--- src/rtl/fp16_round_norm_pipe_if.sv ---
// Stream interface for the fp16 normalise/round stage.
// The master drives the input beat and out_ready. The slave (the pipe) drives the result beat.
interface fp16_round_norm_pipe_if;
    logic        in_valid;
    logic        in_ready;
    logic [14:0] in_mant_sum;
    logic [4:0]  in_exp_half;
    logic        in_sign_half;
    logic        out_valid;
    logic        out_ready;
    logic [15:0] q;
    logic        out_ovf;
    logic        out_unf;
    logic        out_inexact;

    modport master (
        output in_valid, in_mant_sum, in_exp_half, in_sign_half, out_ready,
        input  in_ready, out_valid, q, out_ovf, out_unf, out_inexact
    );

    modport slave (
        input  in_valid, in_mant_sum, in_exp_half, in_sign_half, out_ready,
        output in_ready, out_valid, q, out_ovf, out_unf, out_inexact
    );
endinterface

--- src/rtl/fp16_round_norm_pipe.sv ---
// Two-stage fp16 normalise (S1) and round/pack (S2) pipe placed after the mantissa adder.
// Both sides use a valid/ready handshake. A simultaneous pop and push keeps full throughput.
module fp16_round_norm_pipe #(
    parameter int ROUND_MODE = 0,
    parameter int FTZ        = 0
) (
    input logic clk,
    input logic rst_n,
    fp16_round_norm_pipe_if.slave bus
);
    logic        rdy_en;
    logic        s1_v, s1_sign, s1_zero;
    logic [13:0] s1_mant;
    logic [5:0]  s1_exp;
    logic        s2_v, s2_ovf, s2_unf, s2_inex;
    logic [15:0] s2_q;
    logic        s2_ready, in_ready;

    assign s2_ready        = !s2_v || bus.out_ready;
    assign in_ready        = rdy_en && (!s1_v || s2_ready);
    assign bus.in_ready    = in_ready;
    assign bus.out_valid   = s2_v;
    assign bus.q           = s2_q;
    assign bus.out_ovf     = s2_ovf;
    assign bus.out_unf     = s2_unf;
    assign bus.out_inexact = s2_inex;

    logic [14:0] mant;
    logic [5:0]  e_in, lz, sh, n_exp;
    logic [13:0] n_mant;
    logic        n_zero;

    assign mant = bus.in_mant_sum;

    always_comb begin
        e_in = (bus.in_exp_half == 5'd0) ? 6'd1 : {1'b0, bus.in_exp_half};
        lz   = 6'd14;
        for (int i = 0; i < 14; i++) begin
            if (mant[i]) lz = 6'(13 - i);
        end
        // The left shift stops at exponent 1, which leaves a subnormal result.
        sh     = (lz < e_in - 6'd1) ? lz : (e_in - 6'd1);
        n_mant = mant[13:0];
        n_exp  = e_in;
        n_zero = 1'b0;
        if (mant[14]) begin
            n_mant = {mant[14:2], mant[1] | mant[0]};
            n_exp  = e_in + 6'd1;
        end else if (!mant[13]) begin
            if (mant[13:0] != 14'd0) begin
                n_mant = mant[13:0] << sh;
                n_exp  = e_in - sh;
            end else begin
                n_zero = 1'b1;
            end
        end
    end

    logic        lsb, g, r, s_bit, inc;
    logic [11:0] sum;
    logic [5:0]  r_exp;
    logic [15:0] r_q;
    logic        r_ovf, r_unf, r_inex;

    always_comb begin
        lsb   = s1_mant[3];
        g     = s1_mant[2];
        r     = s1_mant[1];
        s_bit = s1_mant[0];
        inc   = (ROUND_MODE == 0) && g && (r || s_bit || lsb);
        sum   = {1'b0, s1_mant[13:3]} + {11'd0, inc};
        // A subnormal that rounds into the hidden bit becomes the smallest normal (exp 1).
        r_exp  = s1_mant[13] ? (s1_exp + {5'd0, sum[11]}) : {5'd0, sum[10]};
        r_q    = {s1_sign, r_exp[4:0], sum[9:0]};
        r_ovf  = 1'b0;
        r_unf  = 1'b0;
        r_inex = g || r || s_bit;
        if (s1_zero) begin
            r_q    = {s1_sign, 15'h0};
            r_inex = 1'b0;
        end else if (r_exp >= 6'd31) begin
            r_q    = {s1_sign, 5'h1F, 10'h0};
            r_ovf  = 1'b1;
            r_inex = 1'b1;
        end else if (r_exp == 6'd0) begin
            r_unf = 1'b1;
            if (FTZ != 0) r_q = {s1_sign, 15'h0};
        end
    end

    always_ff @(posedge clk or negedge rst_n) begin
        if (!rst_n) begin
            rdy_en  <= 1'b0;
            s1_v    <= 1'b0;
            s1_sign <= 1'b0;
            s1_zero <= 1'b0;
            s1_mant <= '0;
            s1_exp  <= '0;
            s2_v    <= 1'b0;
            s2_q    <= 16'h0000;
            s2_ovf  <= 1'b0;
            s2_unf  <= 1'b0;
            s2_inex <= 1'b0;
        end else begin
            rdy_en <= 1'b1;
            if (s2_ready) begin
                s2_v <= s1_v;
                if (s1_v) begin
                    s2_q    <= r_q;
                    s2_ovf  <= r_ovf;
                    s2_unf  <= r_unf;
                    s2_inex <= r_inex;
                end
            end
            if (in_ready) begin
                s1_v <= bus.in_valid;
                if (bus.in_valid) begin
                    s1_sign <= bus.in_sign_half;
                    s1_zero <= n_zero;
                    s1_mant <= n_mant;
                    s1_exp  <= n_exp;
                end
            end
        end
    end
endmodule

--- src/flat_wrapper.sv ---
// flat-port wrapper written by rule: the top's interface ports become plain ports
module fp16_round_norm_pipe_flat 
#(
    parameter int ROUND_MODE = 0,
    parameter int FTZ        = 0
)
  (clk, rst_n, bus_in_valid, bus_in_mant_sum, bus_in_exp_half, bus_in_sign_half, bus_out_ready, bus_in_ready, bus_out_valid, bus_q, bus_out_ovf, bus_out_unf, bus_out_inexact);
  fp16_round_norm_pipe_if bus_i ();
  input logic clk;
  input logic rst_n;
  input wire logic [$bits(bus_i.in_valid)-1:0] bus_in_valid;
  input wire logic [$bits(bus_i.in_mant_sum)-1:0] bus_in_mant_sum;
  input wire logic [$bits(bus_i.in_exp_half)-1:0] bus_in_exp_half;
  input wire logic [$bits(bus_i.in_sign_half)-1:0] bus_in_sign_half;
  input wire logic [$bits(bus_i.out_ready)-1:0] bus_out_ready;
  output wire logic [$bits(bus_i.in_ready)-1:0] bus_in_ready;
  output wire logic [$bits(bus_i.out_valid)-1:0] bus_out_valid;
  output wire logic [$bits(bus_i.q)-1:0] bus_q;
  output wire logic [$bits(bus_i.out_ovf)-1:0] bus_out_ovf;
  output wire logic [$bits(bus_i.out_unf)-1:0] bus_out_unf;
  output wire logic [$bits(bus_i.out_inexact)-1:0] bus_out_inexact;
  assign bus_i.in_valid = bus_in_valid;
  assign bus_i.in_mant_sum = bus_in_mant_sum;
  assign bus_i.in_exp_half = bus_in_exp_half;
  assign bus_i.in_sign_half = bus_in_sign_half;
  assign bus_i.out_ready = bus_out_ready;
  assign bus_in_ready = bus_i.in_ready;
  assign bus_out_valid = bus_i.out_valid;
  assign bus_q = bus_i.q;
  assign bus_out_ovf = bus_i.out_ovf;
  assign bus_out_unf = bus_i.out_unf;
  assign bus_out_inexact = bus_i.out_inexact;
  fp16_round_norm_pipe #(.ROUND_MODE(ROUND_MODE), .FTZ(FTZ)) u_core (.clk(clk), .rst_n(rst_n), .bus(bus_i));
endmodule
--- config.mk ---
export PLATFORM = sky130hd
export DESIGN_NAME = fp16_round_norm_pipe_flat
export DESIGN_NICKNAME = d
export VERILOG_FILES = /design/src/rtl/fp16_round_norm_pipe_if.sv /design/src/rtl/fp16_round_norm_pipe.sv /design/src/flat_wrapper.sv
export SDC_FILE = /design/constraint.sdc
export NUM_CORES = 1
export LEC_CHECK = 0
export CAP_MARGIN = 25
export CORE_MARGIN = 1.5
export CORE_UTILIZATION = 51
export DETAILED_ROUTE_END_ITERATION = 7
export PLACE_DENSITY = 0.77
export RECOVER_POWER = 100
export SLEW_MARGIN = 20
export SYNTH_ARGS = -nofsm -noshare
export SYNTH_HDL_FRONTEND = slang
export SYNTH_SLANG_ARGS = --single-unit
--- constraint.sdc ---
create_clock -name clk -period 3 [get_ports clk]
set_clock_uncertainty 0.15 [all_clocks]
set_input_delay 0.45 -clock clk [delete_from_list [all_inputs] [get_ports clk]]
set_output_delay 0.45 -clock clk [all_outputs]
set_load 0.02 [all_outputs]
# Yosys cells after proc, flatten, opt, wreduce, memory -nomap -nowiden
# Index checks and enable logic that the tools add are counted.
# op_classes
addsub	5
n_bitwise	1
n_lt_le_gt_ge	2
reduce_logical	15
muxes	35
n_shift	1
# ops
op	n
two-way mux 6 bit	18
two-way mux 14 bit	3
two-way mux 15 bit	2
nonzero test 14 bit	1
left shift 14 x 6 -> 14 bit	1
adder 11 x 1 -> 12 bit	1
two-way mux 1 bit	10
adder 6 x 1 -> 6 bit	1
adder 6 x 1 -> 6 bit, second input constant	1
greater-or-equal comparator 6 x 5 -> 1 bit, second input constant	1
logical NOT 6 bit	1
logical OR 1 bit	6
< comparator 6 bit	1
subtractor 6 x 1 -> 6 bit, second input constant	1
subtractor 6 bit	1
logical NOT 5 bit	1
two-way mux 5 bit	1
AND reduction 2 bit	2
logical AND 1 bit	2
logical NOT 1 bit	2
two-way mux 2 bit	1
OR 1 bit	1
# word_totals
output_inout_bits	21
in_bits	25
register_bits	44
elab_cells	70

# Depth between registers and ports, before layout
# logic_depth
word_depth	20
ltp_mapped	23

# Worst setup path before layout
# No wires, ideal clock.
# synth_path
kind	input port to flip-flop
from	input port bus_in_exp_half[3]
to	register u_core.s1_exp[3]
setup_slack_ns	-1.367
path_stages	23
required_ns	2.781
path_buffers	3
arrival_time_ns	4.149
cell_sequence	buf_6 nor4_1 or2_1 buf_4 inv_2 ha_1 xor2_1 inv_1 ha_1 nand3_1 and2_1 o21ai_1 a2bb2oi_4 mux2i_4 inv_4 buf_6 ha_1 nor2b_1 o21ai_0 nand2b_1 xnor2_1 or4_1 nand3_1
# synth_between
elab_chain_len	9
elab_cells_between_ends	10
classes_between	add/sub (3); order compare (1); mux (5); reduce/logical (1)
# synth_lines
element	line_no	source
start: declaration	flat_wrapper.sv:13	input wire logic [$bits(bus_i.in_exp_half)-1:0] bus_in_exp_half;
logical NOT 5 bit	fp16_round_norm_pipe.sv:36	e_in = (bus.in_exp_half == 5'd0) ? 6'd1 : {1'b0, bus.in_exp_half};
two-way mux 5 bit (*)	fp16_round_norm_pipe.sv:36	
subtractor 6 x 1 -> 6 bit	fp16_round_norm_pipe.sv:42	sh = (lz < e_in - 6'd1) ? lz : (e_in - 6'd1);
< comparator 6 bit	fp16_round_norm_pipe.sv:42	
two-way mux 6 bit	fp16_round_norm_pipe.sv:42	
subtractor 6 bit	fp16_round_norm_pipe.sv:52	n_exp = e_in - sh;
two-way mux 6 bit	fp16_round_norm_pipe.sv:50	if (mant[13:0] != 14'd0) begin
two-way mux 6 bit	fp16_round_norm_pipe.sv:49	end else if (!mant[13]) begin
two-way mux 6 bit (*)	fp16_round_norm_pipe.sv:46	if (mant[14]) begin
end signal: assignment	fp16_round_norm_pipe.sv:121	s1_exp <= n_exp;
end: declaration	fp16_round_norm_pipe.sv:14	logic [5:0] s1_exp;
# Every way passes the cells marked *; elsewhere a longest branch is shown, timed or not.
# A chain may end at the register's enable or synchronous reset.

# Worst setup path after layout
# layout_path
from	input port bus_in_exp_half[1]
to	register u_core.s1_exp[3]
# The elaborated chain is that of the path after synthesis.

==> flow_metrics.tcl <==
set metrics [dict create \
    max_slew_margin 0.1116 \
    final_max_slew_viol_count 0 \
    syn_avg_cell_area_um2 8.366 \
    hold_end "u_core.bus.q[4]" \
    max_cap_viol_count 0 \
    min_period_ns 3.747 \
    routed-via-count 3973 \
    cellPowerDensity_nw_per_um2 449.4 \
    hpwlAfterDp_um 7661 \
    p_total_mw 2.498 \
    synth_area_um2 3597 \
    synth_top_flop_cell "dfrtp_1" \
    via_per_inst 5.974 \
    hold_start "u_core.bus.q[4]" \
    crit_path_start_kind "input pin" \
    multi_input_area_um2 2795 \
    antenna_found_initial 0 \
    holdPathStages 2 \
    fin_crit_sh 1.249 \
    route.detailed.wl_per_inst_um 18.46 \
    finalWeightedCongestion 0.9353 \
    cp.arrival_ns 3.83 \
    drc 0 \
    hp-class "flop to flop" \
    failed_checks "negative setup slack" \
    synth_top_cell_area_share 0.3061 \
    ys_seq_area_frac 0.3061 \
    synth_nets 467 \
    n_fill_cell 414 \
    synthMuxAreaShare 0.09635 \
    htree_levels 2 \
    ys_types 65 \
    final_common_cell "buf_4" \
    fmax_mhz 266.9 \
    cts.path.max_buffers 2 \
    rows 30 \
    rr_worst_depth 12 \
    io_pins 46 \
    grtUsageTotal 0.3202 \
    worst_pin_slew_ns 1.330 \
    first_iter_violations 408 \
    power_leakage_nw 2.414 \
    antenna_left 0 \
    antenna_cells 0 \
    design_area_um2 5558 \
    cts_tree "built" \
    critical_path_class "input pin to flop" \
    drive_gt1_frac 0.3866 \
    r2r-start "u_core.s1_mant[3]" \
    syn_to_final_growth_pct 54.50 \
    synthSimpleGateAreaFrac 0.2167 \
    cp_max_fo 3 \
    io_buffers 45 \
    synth_warnings 0 \
    finalWorstSetupSlack_ns -0.7470 \
    die_area_um2 7566 \
    synth_fa_ha_area_frac 0.04383 \
    start_util 0.5295 \
    rsz0062_at_grt "true" \
    grt-ovfl-total 0 \
    wl_um 12280 \
    dpl_cell_area_um2 4682 \
    mostFrequentLayoutCells "96 x buf_4, 62 x nand2_1, 44 x dfrtp_1" \
    timing.hold.ws_ns 0.3217 \
    status "finished with violations" \
    synth_edf_count 0 \
    grt_max_degree 45 \
    finalSetupViolCount 20 \
    grt_pass1_vias 3952 \
    die_h_um 86.99 \
    core_um2 6794 \
    synthCells 430 \
    timing_hold_violations_final 0 \
    clk_latency_ns 0.29 \
    nets 606 \
    synth-async-reset-ratio 1.000 \
    clock-sinks 44 \
    startpoint "bus_in_exp_half[1]" \
    synth_top_family_by_area "compound AO/OA/AOI/OAI gates" \
    die-width_um 86.99 \
    synth_compound_area_frac 0.2268 \
    root_buffer "clkbuf_8" \
    clk_pin_slew_ns 0.08 \
    crit_required_ns 3.08 \
    ir_worst_vdd_mv 0.1813 \
    end_kind "flop" \
    synth_xor_area_frac 0.04139 \
    synth_area_leader_cell "dfrtp_1" \
    first_pass_iters 7 \
    r2r_end "u_core.bus.out_inexact" \
    grt_pass1_wl_um 18700 \
    ys_seq_elements 44 \
    yosys-top-cells-area "dfrtp_1 31%, mux2i_1 7.5%, nand2_1 6.5%" \
    regArea_um2 1101 \
    numCtsBuffers 5 \
    ff2ff_setup_slack_ns 0.04 \
    pre_cts_ws_ns -1.435 \
]
[worst max-delay path, stage by stage]
cell and delay, ns:
clkdlybuf4s15_2 0.21, nor4_4 0.04, or2_4 0.27, inv_6 0.06
ha_4 0.17, xor2_4 0.20, inv_2 0.08, ha_4 0.27
nand3_4 0.07, and2_4 0.16, o21ai_4 0.06, a2bb2oi_4 0.18
mux2i_4 0.29, inv_4 0.06, ha_4 0.22, nor2b_4 0.13
o21ai_1 0.13, nand2b_1 0.11, xnor2_1 0.16, or4_1 0.41
nand3_1 0.10
[registers in the layout (all words and copies together) (netlist names)]
name,flops
u_core.bus.out_inexact,1
u_core.bus.out_ovf,1
u_core.bus.out_unf,1
u_core.bus.out_valid,1
u_core.bus.q,16
u_core.rdy_en,1
u_core.s1_exp,6
u_core.s1_mant,14
u_core.s1_sign,1
u_core.s1_v,1
u_core.s1_zero,1
[cell families after synthesis]
family,Yosys count
xor+xnor,17
mux,32
fa+ha+maj,12
simple gates,162
other cells,1
buf+inv,47
flops,44
compound gates,115
[synthesized netlist by cell type (3+ instances only)]
| cell | n |
|---|---|
| mux2i_1 | 27 |
| o21a_1 | 4 |
| nor3_1 | 12 |
| nand2_1 | 62 |
| a22o_1 | 3 |
| xor2_1 | 5 |
| o31ai_1 | 3 |
| dfrtp_1 | 44 |
| nor2b_1 | 3 |
| a32oi_1 | 3 |
| and3_1 | 5 |
| o21ai_0 | 25 |
| nand4_1 | 4 |
| and2_1 | 3 |
| nor2_1 | 31 |
| o21ai_1 | 9 |
| or3_1 | 4 |
| nand3_1 | 15 |
| ha_1 | 11 |
| clkbuf_1 | 18 |
| nand2b_1 | 8 |
| nor4_1 | 6 |
| o211ai_1 | 4 |
| buf_6 | 7 |
| a221oi_1 | 4 |
| a211oi_1 | 9 |
| xnor2_1 | 12 |
| a31oi_1 | 6 |
| a21o_1 | 8 |
| inv_1 | 13 |
| a21oi_1 | 17 |
[per-layer routing]
layer  routed length, um  vias to the layer above  track usage
met1                4543                     1874       0.3575
met4                 590                        0       0.1364
met2                6323                      206       0.6089
met5                   0                        -            0
met3                 820                       53      0.03507
li1                    -                     1840            -
[final cells by class]
cell class,count,area share
timing repair buffer,161,0.2461
multi-input combinational,339,0.5029
sequential,44,0.1981
inverter,18,0.01396
clock buffer,7,0.01733
tap,96,0.02161
[where the power goes]
| group | switching (mW) | internal (mW) |
|---|---|---|
| registers | 0.111 | 0.750 |
| clock network | 0.182 | 0.205 |
| logic | 0.655 | 0.595 |
| total | 0.949 | 1.55 |
[worst max path at each step]
stage / to / slack (ns) / depth (start not counted)
floorplan: u_core.s1_exp[3] / -1.13 / 23
global placement: u_core.s1_exp[4] / -1.29 / 19
detailed placement: u_core.s1_exp[4] / -1.43 / 19
CTS: u_core.s1_exp[3] / -0.69 / 18
global route: u_core.s1_exp[3] / -0.85 / 21
finish: u_core.s1_exp[3] / -0.75 / 21
[what timing repair did]
item,CTS,global route
hold buffers,0,1
gates resized for setup,146,28
endpoints found under the hold margin,0,12
pin swaps,46,30
cloned,1,0
setup endpoints to repair,29,32
setup buffers,31,5
[stage by stage]
stage,TNS [ns],instances,util
finish,-10.80,665,0.8180
global route,-13.03,665,0.8180
CTS,-7.697,659,0.7972
detailed placement,-23.17,621,0.6891
global placement,-21.32,621,0.6891
floorplan,-11.14,430,-
No activity file was read; power rests on OpenSTA's default activity.
